## src/rtl/ram_scan_display_pkg.sv

```systemverilog
// rtl/ram_scan_display_pkg.sv - shared state encoding and sizing helpers for ram_scan_display
package ram_scan_pkg;

  typedef enum logic [2:0] {
    S_IDLE = 3'd0,
    S_ADDR = 3'd1,
    S_WAIT = 3'd2,
    S_SHOW = 3'd3,
    S_DONE = 3'd4
  } state_e;

  localparam int RAM_LATENCY = 1;

  function automatic int bytes_per_word(input int data_w);
    return data_w / 8;
  endfunction

  localparam int BYTES_PER_WORD = bytes_per_word(32);

endpackage

```

## src/rtl/ram_scan_display_if.sv

```systemverilog
// rtl/ram_scan_display_if.sv - control, RAM read port and LED signals of the scan sequencer
interface ram_scan_display_if #(
  parameter int ADDR_W = 6,
  parameter int DATA_W = 32
);
  logic              Start;
  logic              Pause;
  logic [ADDR_W-1:0] Base;
  logic [ADDR_W:0]   Count;
  logic [ADDR_W-1:0] Add;
  logic [DATA_W-1:0] Rd_data;
  logic [7:0]        LED;
  logic [1:0]        Byte_sel;
  logic              Busy;
  logic              Done;

  modport master (
    output Start, Pause, Base, Count, Rd_data,
    input  Add, LED, Byte_sel, Busy, Done
  );

  modport slave (
    input  Start, Pause, Base, Count, Rd_data,
    output Add, LED, Byte_sel, Busy, Done
  );
endinterface

```

## src/rtl/ram_scan_display_dwell_timer.sv

```systemverilog
// rtl/ram_scan_display_dwell_timer.sv - per-byte dwell counter with terminal-count pulse
module dwell_timer #(
  parameter int DWELL = 50_000_000
) (
  input  logic clk_i,
  input  logic rst_i,
  input  logic clear_i,
  input  logic en_i,
  output logic tc_o
);
  localparam int CNT_W = (DWELL > 1) ? $clog2(DWELL) : 1;
  localparam logic [CNT_W-1:0] LAST = CNT_W'(DWELL - 1);

  logic [CNT_W-1:0] cnt_q;
  logic [CNT_W-1:0] cnt_d;

  assign tc_o = en_i && (cnt_q == LAST);

  // Wrapping on terminal count leaves the counter ready for the next byte.
  always_comb begin
    cnt_d = cnt_q;
    if (clear_i || tc_o) begin
      cnt_d = '0;
    end else if (en_i) begin
      cnt_d = cnt_q + CNT_W'(1);
    end
  end

  always_ff @(posedge clk_i) begin
    if (rst_i) begin
      cnt_q <= '0;
    end else begin
      cnt_q <= cnt_d;
    end
  end
endmodule

```

## src/rtl/ram_scan_display.sv

```systemverilog
// rtl/ram_scan_display.sv - reads a word range from block RAM and shows each byte on the LEDs
module ram_scan_display
  import ram_scan_pkg::*;
#(
  parameter int ADDR_W = 6,
  parameter int DATA_W = 32,
  parameter int DWELL  = 50_000_000
) (
  input logic Clk,
  input logic Rst,
  ram_scan_display_if.slave bus
);
  localparam int NBYTES = bytes_per_word(DATA_W);
  localparam logic [1:0] LAST_SEL = 2'(NBYTES - 1);
  localparam logic [ADDR_W:0] REM_ONE = (ADDR_W+1)'(1);

  state_e            state_q;
  logic [ADDR_W-1:0] add_q;
  logic [ADDR_W:0]   remaining_q;
  logic [DATA_W-1:0] word_q;
  logic [7:0]        led_q;
  logic [1:0]        byte_sel_q;
  logic              busy_q;
  logic              done_q;

  logic       tc;
  logic [1:0] next_sel_d;
  logic [7:0] next_byte_d;

  assign next_sel_d  = byte_sel_q + 2'd1;
  assign next_byte_d = word_q[8*int'(next_sel_d) +: 8];

  dwell_timer #(.DWELL(DWELL)) u_dwell (
    .clk_i   (Clk),
    .rst_i   (Rst),
    .clear_i (state_q == S_WAIT),
    .en_i    ((state_q == S_SHOW) && !bus.Pause),
    .tc_o    (tc)
  );

  always_ff @(posedge Clk) begin
    if (Rst) begin
      state_q     <= S_IDLE;
      add_q       <= '0;
      remaining_q <= '0;
      word_q      <= '0;
      led_q       <= '0;
      byte_sel_q  <= '0;
      busy_q      <= 1'b0;
      done_q      <= 1'b0;
    end else begin
      done_q <= 1'b0;
      unique case (state_q)
        S_IDLE: begin
          if (bus.Start) begin
            if (bus.Count != '0) begin
              add_q       <= bus.Base;
              remaining_q <= bus.Count;
              busy_q      <= 1'b1;
              state_q     <= S_ADDR;
            end else begin
              done_q  <= 1'b1;
              state_q <= S_DONE;
            end
          end
        end
        S_ADDR: state_q <= S_WAIT;
        S_WAIT: begin
          word_q     <= bus.Rd_data;
          led_q      <= bus.Rd_data[7:0];
          byte_sel_q <= '0;
          state_q    <= S_SHOW;
        end
        S_SHOW: begin
          if (tc) begin
            if (byte_sel_q != LAST_SEL) begin
              byte_sel_q <= next_sel_d;
              led_q      <= next_byte_d;
            end else if (remaining_q == REM_ONE) begin
              remaining_q <= '0;
              busy_q      <= 1'b0;
              done_q      <= 1'b1;
              state_q     <= S_DONE;
            end else begin
              // Address wraps naturally at the top of the RAM.
              remaining_q <= remaining_q - REM_ONE;
              add_q       <= add_q + ADDR_W'(1);
              state_q     <= S_ADDR;
            end
          end
        end
        S_DONE:  state_q <= S_IDLE;
        default: state_q <= S_IDLE;
      endcase
    end
  end

  assign bus.Add      = add_q;
  assign bus.LED      = led_q;
  assign bus.Byte_sel = byte_sel_q;
  assign bus.Busy     = busy_q;
  assign bus.Done     = done_q;
endmodule

```

## src/flat_wrapper.sv

```systemverilog
// flat-port wrapper written by rule: the top's interface ports become plain ports
module ram_scan_display_flat import ram_scan_pkg::*;
#(
  parameter int ADDR_W = 6,
  parameter int DATA_W = 32,
  parameter int DWELL  = 50_000_000
)
  (Clk, Rst, bus_Start, bus_Pause, bus_Base, bus_Count, bus_Rd_data, bus_Add, bus_LED, bus_Byte_sel, bus_Busy, bus_Done);
  ram_scan_display_if #(.ADDR_W(ADDR_W), .DATA_W(DATA_W)) bus_i ();
  input logic Clk;
  input logic Rst;
  input wire logic [$bits(bus_i.Start)-1:0] bus_Start;
  input wire logic [$bits(bus_i.Pause)-1:0] bus_Pause;
  input wire logic [$bits(bus_i.Base)-1:0] bus_Base;
  input wire logic [$bits(bus_i.Count)-1:0] bus_Count;
  input wire logic [$bits(bus_i.Rd_data)-1:0] bus_Rd_data;
  output wire logic [$bits(bus_i.Add)-1:0] bus_Add;
  output wire logic [$bits(bus_i.LED)-1:0] bus_LED;
  output wire logic [$bits(bus_i.Byte_sel)-1:0] bus_Byte_sel;
  output wire logic [$bits(bus_i.Busy)-1:0] bus_Busy;
  output wire logic [$bits(bus_i.Done)-1:0] bus_Done;
  assign bus_i.Start = bus_Start;
  assign bus_i.Pause = bus_Pause;
  assign bus_i.Base = bus_Base;
  assign bus_i.Count = bus_Count;
  assign bus_i.Rd_data = bus_Rd_data;
  assign bus_Add = bus_i.Add;
  assign bus_LED = bus_i.LED;
  assign bus_Byte_sel = bus_i.Byte_sel;
  assign bus_Busy = bus_i.Busy;
  assign bus_Done = bus_i.Done;
  ram_scan_display #(.ADDR_W(ADDR_W), .DATA_W(DATA_W), .DWELL(DWELL)) u_core (.Clk(Clk), .Rst(Rst), .bus(bus_i));
endmodule
```

## config.mk

```make
export PLATFORM = sky130hd
export DESIGN_NAME = ram_scan_display_flat
export DESIGN_NICKNAME = d
export VERILOG_FILES = /design/src/rtl/ram_scan_display_pkg.sv /design/src/rtl/ram_scan_display_if.sv /design/src/rtl/ram_scan_display_dwell_timer.sv /design/src/rtl/ram_scan_display.sv /design/src/flat_wrapper.sv
export SDC_FILE = /design/constraint.sdc
export NUM_CORES = 1
export LEC_CHECK = 0
export CAP_MARGIN = 30
export CORE_MARGIN = 4
export CORE_UTILIZATION = 54
export DETAILED_ROUTE_END_ITERATION = 12
export GPL_TIMING_DRIVEN = 0
export HOLD_SLACK_MARGIN = 0.02
export PLACE_DENSITY_LB_ADDON = 0.12
export SLEW_MARGIN = 10
export SYNTH_ARGS = -nofsm -noshare
export SYNTH_HDL_FRONTEND = slang
export SYNTH_HIERARCHICAL = 1
export SYNTH_SLANG_ARGS = --single-unit
```

## constraint.sdc

```tcl
create_clock -name Clk -period 4.3 [get_ports Clk]
set_input_delay 0.86 -clock Clk [delete_from_list [all_inputs] [get_ports Clk]]
set_output_delay 0.86 -clock Clk [all_outputs]
set_load 0.005 [all_outputs]
```

==> reports/qor.txt, run 1 <==
outcome = complete, no violations
crit end category = flip-flop
row count = 31
GRT Total Usage = 0.237
TritonCTS buffer count = 9
FF-to-FF End = u_core/remaining_q[1]$_SDFFE_PP0P_
crit path capture = u_core/remaining_q[1]$_SDFFE_PP0P_
full die area = 0.00920 sq mm
Fillers = 628
clock share of power = 0.277
HPWL after detailed placement = 7710 um
most common cell after layout, fill and taps aside = nand2_1
Final Max Tran Viols = 0
pre-CTS setup slack = -0.161 ns
largest net degree at the start of global routing = 16
Die X-Extent = 95.9 um
final WL = 10,700 um
Port Buffers = 66
ys async rst share = 0
most frequent cells in the layout = nand2_1, dfxtp_1, clkdlybuf4s50_1, a21oi_1, nor2_1
I/O Pins = 67
synthesized area = 0.00417 sq mm
Worst Path Arrival = 4.23 ns
CTS Root Cell = clkbuf_8
clk_skew = 0.0116 ns
Skew-Pair Late Insertion Delay = 0.35 ns
H-tree depth = 3
most used flip-flop cell after synthesis = dfxtp_1
number of synthesized flops with an enable pin = 0
CP Data Required Time = 4.51 ns
clock tree sinks = 86
fmax = 0.249 GHz
crit path time final = 4.02 ns
Synth warnings = 6
postcts setup bufs = 0
n_diodes = 0
TritonCTS clock tree = built
sw power = 0.577 mW
Pint = 1.28 mW
RSZ-0062 raised after global routing = false
DR vias/cell = 5.91
final worst path period share = 0.934
vias post-DR = 4,015
critical path class = reg2reg
Hold Crit Class = reg2reg
GR Overflow Total = 0
Max-Cap Viols = 0
deepest clock path buffer count = 2
area delta synth->final = 23.2%
number of global-route vias before repair = 3,628
Placed Instances = 664
Final nets = 629
register area share after synthesis = 0.412
Clock Pin Slew Worst Setup and Hold Paths = 0.09 ns
antenna violations before repair = 0
Final Non-Filler Cells = 679
GPL Wtd Cong = 0.905
R2R setup slack = 0.28 ns
Antenna Violating Nets Remaining = 0
PnR worst setup slack = 0.284 ns
Critical Path Fanout Max = 10
first-pass GRT wire length = 17,100 um
Post-Synthesis Cells = 499
hold buffers post-CTS = 0
core area = 0.00737 sq mm
drt first pass iters = 7
Setup crit start kind = flip-flop
Pwr Density = 360 mW/mm^2
die height = 95.9 um
final hold violation count = 0
P_leak = 1.69 nW
library cells used by synthesis = 60
Final setup viols = 0
starting density of the core = 0.566
power share of the combinational group = 0.232
ratio of cells with drive above 1 in the final layout = 0.0828
Remaining DRCs = 0
Worst-Margin Slew = 0.881 ns
worst r2r src = u_core/state_q[0]$_SDFFE_PP0P_
Yosys reg bits = 86
register share of total power = 0.491
worst vdd ir = 0.206 mV
Post-Syn Nets = 553
DRT iter0 DRCs = 249
Synth Area per Inst = 8.36 sq um
switching part of the total = 0.311
post-DR wirelength/cell = 15.8 um
r2r worst-path depth = 14
Setup crit start = u_core/state_q[0]$_SDFFE_PP0P_
slew margin rel. = 0.408
Hold WS = 0.457 ns
worst max-delay path: stages (launching register included):
cell and delay [ns]:
dfxtp_1 0.37, buf_2 0.23, nand3b_1 0.21, clkbuf_2 0.27, clkbuf_2 0.26, nor2_1 0.13
buf_4 0.16, nand3_1 0.16, or4_4 0.59, nor4_2 0.38, and2_1 0.27, nand2_1 0.17
clkbuf_1 0.27, a221oi_1 0.34, a311oi_1 0.08
worst min path at each step:
| stage | startpoint | endpoint | slack [ns] | cells past startpoint |
|---|---|---|---|---|
| 4_1_cts | u_core/word_q[28]$_SDFFE_PP0N_ | u_core/word_q[28]$_SDFFE_PP0N_ | 0.46 | 2 |
| 2_1_floorplan | u_core/remaining_q[5]$_SDFFE_PP0P_ | u_core/remaining_q[5]$_SDFFE_PP0P_ | 0.43 | 2 |
| 6_report | u_core/word_q[28]$_SDFFE_PP0N_ | u_core/word_q[28]$_SDFFE_PP0N_ | 0.46 | 2 |
| 5_1_grt | u_core/word_q[28]$_SDFFE_PP0N_ | u_core/word_q[28]$_SDFFE_PP0N_ | 0.48 | 2 |
| 3_5_place_dp | u_core/word_q[28]$_SDFFE_PP0N_ | u_core/word_q[28]$_SDFFE_PP0N_ | 0.45 | 2 |
| 3_3_place_gp | u_core/word_q[2]$_SDFFE_PP0N_ | u_core/word_q[2]$_SDFFE_PP0N_ | 0.44 | 2 |
power groups by stage:
stage	logic, mW	registers (mW)	clock network [mW]
3_3_place_gp	0.418	0.921	0
3_5_place_dp	0.428	0.923	0
2_1_floorplan	0.267	0.912	0
6_report	0.431	0.910	0.513
4_1_cts	0.431	0.905	0.521
5_1_grt	0.470	0.918	0.561
stage by stage:
stage	setup TNS, ns	total power, mW	utilization	area [sq um]
2_1_floorplan	0	1.18	-	4170
3_3_place_gp	-0.538	1.34	0.673	4960
3_5_place_dp	-0.446	1.35	0.673	4960
4_1_cts	0	1.86	0.697	5140
5_1_grt	0	1.95	0.698	5140
6_report	0	1.85	0.698	5140
cells in the mapped netlist, drive strengths merged, types with 3 or more instances:
master	instances	area (sq um)
nand2	104	390
dfxtp	86	1720
a21oi	55	279
clkbuf	25	93.8
nor2	25	93.8
o21ai	17	85.1
inv	14	52.6
nand3	14	82.6
or3	14	87.6
nand4	11	68.8
or4	10	82.6
xnor2	10	87.6
a31oi	9	56.3
buf	9	71.3
nor3	9	45.0
mux4	8	180
o31ai	6	45.0
a22oi	5	37.5
a32o	5	50.1
ha	5	62.6
a311oi	4	41.3
and2	4	25.0
nand3b	4	30.0
nor4	4	25.0
nand2b	3	18.8
nor3b	3	22.5
nor4b	3	26.3
o32ai	3	26.3
or4b	3	30.0
xor2	3	26.3
metal layers:
metal	share of wire	global-route usage
met1	0.44	0.318
met2	0.47	0.381
met3	0.072	0.0493
met4	0.017	0.0770
met5	0	0
cells by family after synthesis:
kind of cell	after synthesis	synth area share
AOI/OAI and AO/OA	119	0.186
buffers and inverters	48	0.0522
muxes	9	0.0456
and+or+nand+nor	219	0.262
xor gates and xnor gates	13	0.0273
adders and majority gates	5	0.0150
DFF	86	0.412
repair_timing:
| item | in CTS | in global routing |
|---|---|---|
| endpoints found under the setup margin | 8 | 24 |
| cloned | 0 | 0 |
| gates resized for setup | 2 | 5 |
| pin swaps | 0 | 0 |
flip-flops by register name, indices dropped and copies added, names as in the netlist:
signal	flops
u_core/word_q	32
u_core/u_dwell/cnt_q	26
u_core/bus.LED	8
u_core/remaining_q	7
u_core/bus.Add	6
u_core/state_q	3
u_core/bus.Byte_sel	2
u_core/bus.Busy	1
u_core/bus.Done	1
area by class of cell:
type / instances / area (sq um) / area share
multi-input combinational: 365 / 2240 / 0.436
sequential: 86 / 1720 / 0.335
timing repair buffer: 66 / 661 / 0.128
buffer: 33 / 165 / 0.0321
clock buffer: 10 / 128 / 0.0248
tap: 99 / 124 / 0.0241
inverter: 14 / 52.6 / 0.0102
clock inverter: 6 / 47.5 / 0.00924
(Power assumes the default switching activity.)
==> inputs of run 2 (changes only) <==
--- a/config.mk
+++ b/config.mk
@@ -6,8 +6,9 @@
 export NUM_CORES = 1
 export LEC_CHECK = 0
 export CAP_MARGIN = 30
-export CORE_MARGIN = 4
+export CORE_MARGIN = 1.5
 export CORE_UTILIZATION = 54
+export CTS_CLUSTER_DIAMETER = 120
 export DETAILED_ROUTE_END_ITERATION = 12
 export GPL_TIMING_DRIVEN = 0
 export HOLD_SLACK_MARGIN = 0.02
==> run 2 against run 1 <==
  * Utilization fell by 0.085 points
  * Largest cell class unchanged
  * Total power is 0.31% lower
  * Clock power down 1%
==> reports/qor.txt, run 2 (same netlist as run 1, synthesis figures left out) <==
outcome = complete, no violations
vias post-DR = 4,052
Antenna Violating Nets Remaining = 0
area delta synth->final = 23.1%
Remaining DRCs = 0
final WL = 10,800 um
worst vdd ir = 0.184 mV
final core occ = 0.697
GPL Wtd Cong = 0.855
power share of the combinational group = 0.233
switching part of the total = 0.303
Final Max Tran Viols = 0
RSZ-0062 raised after global routing = true
most common cell after layout, fill and taps aside = nand2_1
Crit path max-delay family = simple AND/OR/NAND/NOR gates
CP cell instances = buf_2 -> nand3b_1 -> clkbuf_2 -> clkbuf_2 -> nor2_1 -> buf_4 -> nand3_1 -> or4_4 -> nor4_2 -> and2_1 -> nand2_1 -> clkbuf_2 -> a221oi_1 -> a311oi_1
clk_skew = 0.0108 ns
Worst Path Arrival = 4.20 ns
crit end category = flip-flop
Slowest cell on crit path = or4_4
crit path time final = 4.00 ns
placed cell area = 0.00496 sq mm
Hold Crit Class = reg2reg
Pwr Density = 360 mW/mm^2
DR vias/cell = 5.97
antenna violations before repair = 0
sw power = 0.560 mW
slew margin rel. = 0.457
Largest register FFs = 32
crit path buf inv count = 5
H-tree depth = 3
Setup crit start kind = flip-flop
final worst path period share = 0.929
register share of total power = 0.493
HPWL after detailed placement = 7670 um
deepest clock path buffer count = 2
DRT iter0 DRCs = 263
GRT Total Usage = 0.262
die height = 90.9 um
number of global-route vias before repair = 3,735
Reg with most FFs = u_core/word_q
P_leak = 1.71 nW
GR Overflow Total = 0
Pint = 1.29 mW
ratio of cells with drive above 1 in the final layout = 0.0828
Port Buffers = 66
hold buffers post-CTS = 0
Clock Pin Slew Worst Setup and Hold Paths = 0.09 ns
starting density of the core = 0.566
clock tree sinks = 86
n_diodes = 0
Die X-Extent = 90.9 um
CTS Root Cell = clkbuf_8
TritonCTS buffer count = 9
I/O Pins = 67
Max-Cap Viols = 0
TritonCTS clock tree = built
Worst-Margin Slew = 0.809 ns
full die area = 0.00827 sq mm
Skew-Pair Late Insertion Delay = 0.35 ns
Final nets = 629
final hold violation count = 0
Final setup viols = 0
drt first pass iters = 5
largest net degree at the start of global routing = 14
core area = 0.00737 sq mm
most frequent cells in the layout = nand2_1, dfxtp_1, clkdlybuf4s50_1, a21oi_1, nor2_1
first-pass GRT wire length = 17,400 um
CP peak stage delay = 0.60 ns
clock share of power = 0.274
post-DR wirelength/cell = 15.8 um
row count = 31
Crit path top cell by count = clkbuf_2
Fillers = 620
critical path class = reg2reg
fmax = 0.250 GHz
Critical Path Fanout Max = 10
Final Instance Area = 0.00514 sq mm
CP Data Required Time = 4.51 ns
[run 2: path summary, 6_finish.rpt]
path	to	start	cells after the start	slack [ns]
worst max-delay path	u_core/remaining_q[1]$_SDFFE_PP0P_	u_core/state_q[0]$_SDFFE_PP0P_	14	0.30
worst min-delay path	u_core/word_q[24]$_SDFFE_PP0N_	u_core/word_q[24]$_SDFFE_PP0N_	2	0.46
worst max register to register	u_core/remaining_q[1]$_SDFFE_PP0P_	u_core/state_q[0]$_SDFFE_PP0P_	14	0.30
worst min register to register	u_core/word_q[24]$_SDFFE_PP0N_	u_core/word_q[24]$_SDFFE_PP0N_	2	0.46
[run 2: stage by stage]
| stage | setup WS (ns) | hold WS [ns] | power [mW] | std cells | TNS [ns] |
|---|---|---|---|---|---|
| CTS | 0.0160 | 0.458 | 1.85 | 680 | 0 |
| finish | 0.305 | 0.457 | 1.85 | 679 | 0 |
| floorplan | 0.834 | 0.429 | 1.18 | 499 | 0 |
| global route | -0.00117 | 0.480 | 1.94 | 679 | -0.00117 |
| global placement | -0.0680 | 0.439 | 1.34 | 664 | -0.136 |
| detailed placement | -0.198 | 0.447 | 1.35 | 664 | -0.974 |
[run 2: worst register-to-register path: cells and delay by family (launching register included)]
| kind | cells | cell delay (ns) |
|---|---|---|
| simple gates | 7 | 1.96 |
| buf+inv | 5 | 1.16 |
| flops | 1 | 0.36 |
| compound gates | 2 | 0.38 |
[run 2: area by class of cell]
class,instances,area [sq um],area share
repair buffers,66,661,0.129
multi-input cells,365,2240,0.437
clock inverters,4,22.5,0.00438
flip-flops and latches,86,1720,0.335
clock buffers,12,145,0.0283
plain buffers,33,166,0.0324
inverters,14,52.6,0.0102
well taps,99,124,0.0241
[run 2: routing by layer]
metal	part of all wire	track usage	vias to the layer above
li1	-	-	1959
met1	0.45	0.342	1919
met2	0.47	0.432	154
met3	0.061	0.0396	20
met4	0.018	0.107	0
met5	0	0	-
[run 2: what timing repair did]
action                                  in CTS  in global routing
setup buffers                                0                  0
resized for setup                            2                  7
hold endpoints to repair                     0                  0
endpoints found under the setup margin       8                 24
[run 2: power groups by stage]
stage,logic [mW],registers (mW),clock network (mW)
global placement,0.418,0.920,0
floorplan,0.267,0.912,0
CTS,0.430,0.906,0.514
finish,0.431,0.911,0.506
detailed placement,0.427,0.924,0
global route,0.471,0.918,0.549
==> inputs of run 3 (changes only) <==
==> constraint.sdc (replaced) <==
create_clock -name Clk -period 4.3 [get_ports Clk]
set_input_delay 0.43 -clock Clk [delete_from_list [all_inputs] [get_ports Clk]]
set_output_delay 0.43 -clock Clk [all_outputs]
set_load 0.005 [all_outputs]
==> results of run 3 <==
Final layout, timing and power as in run 2 (identical DEF).
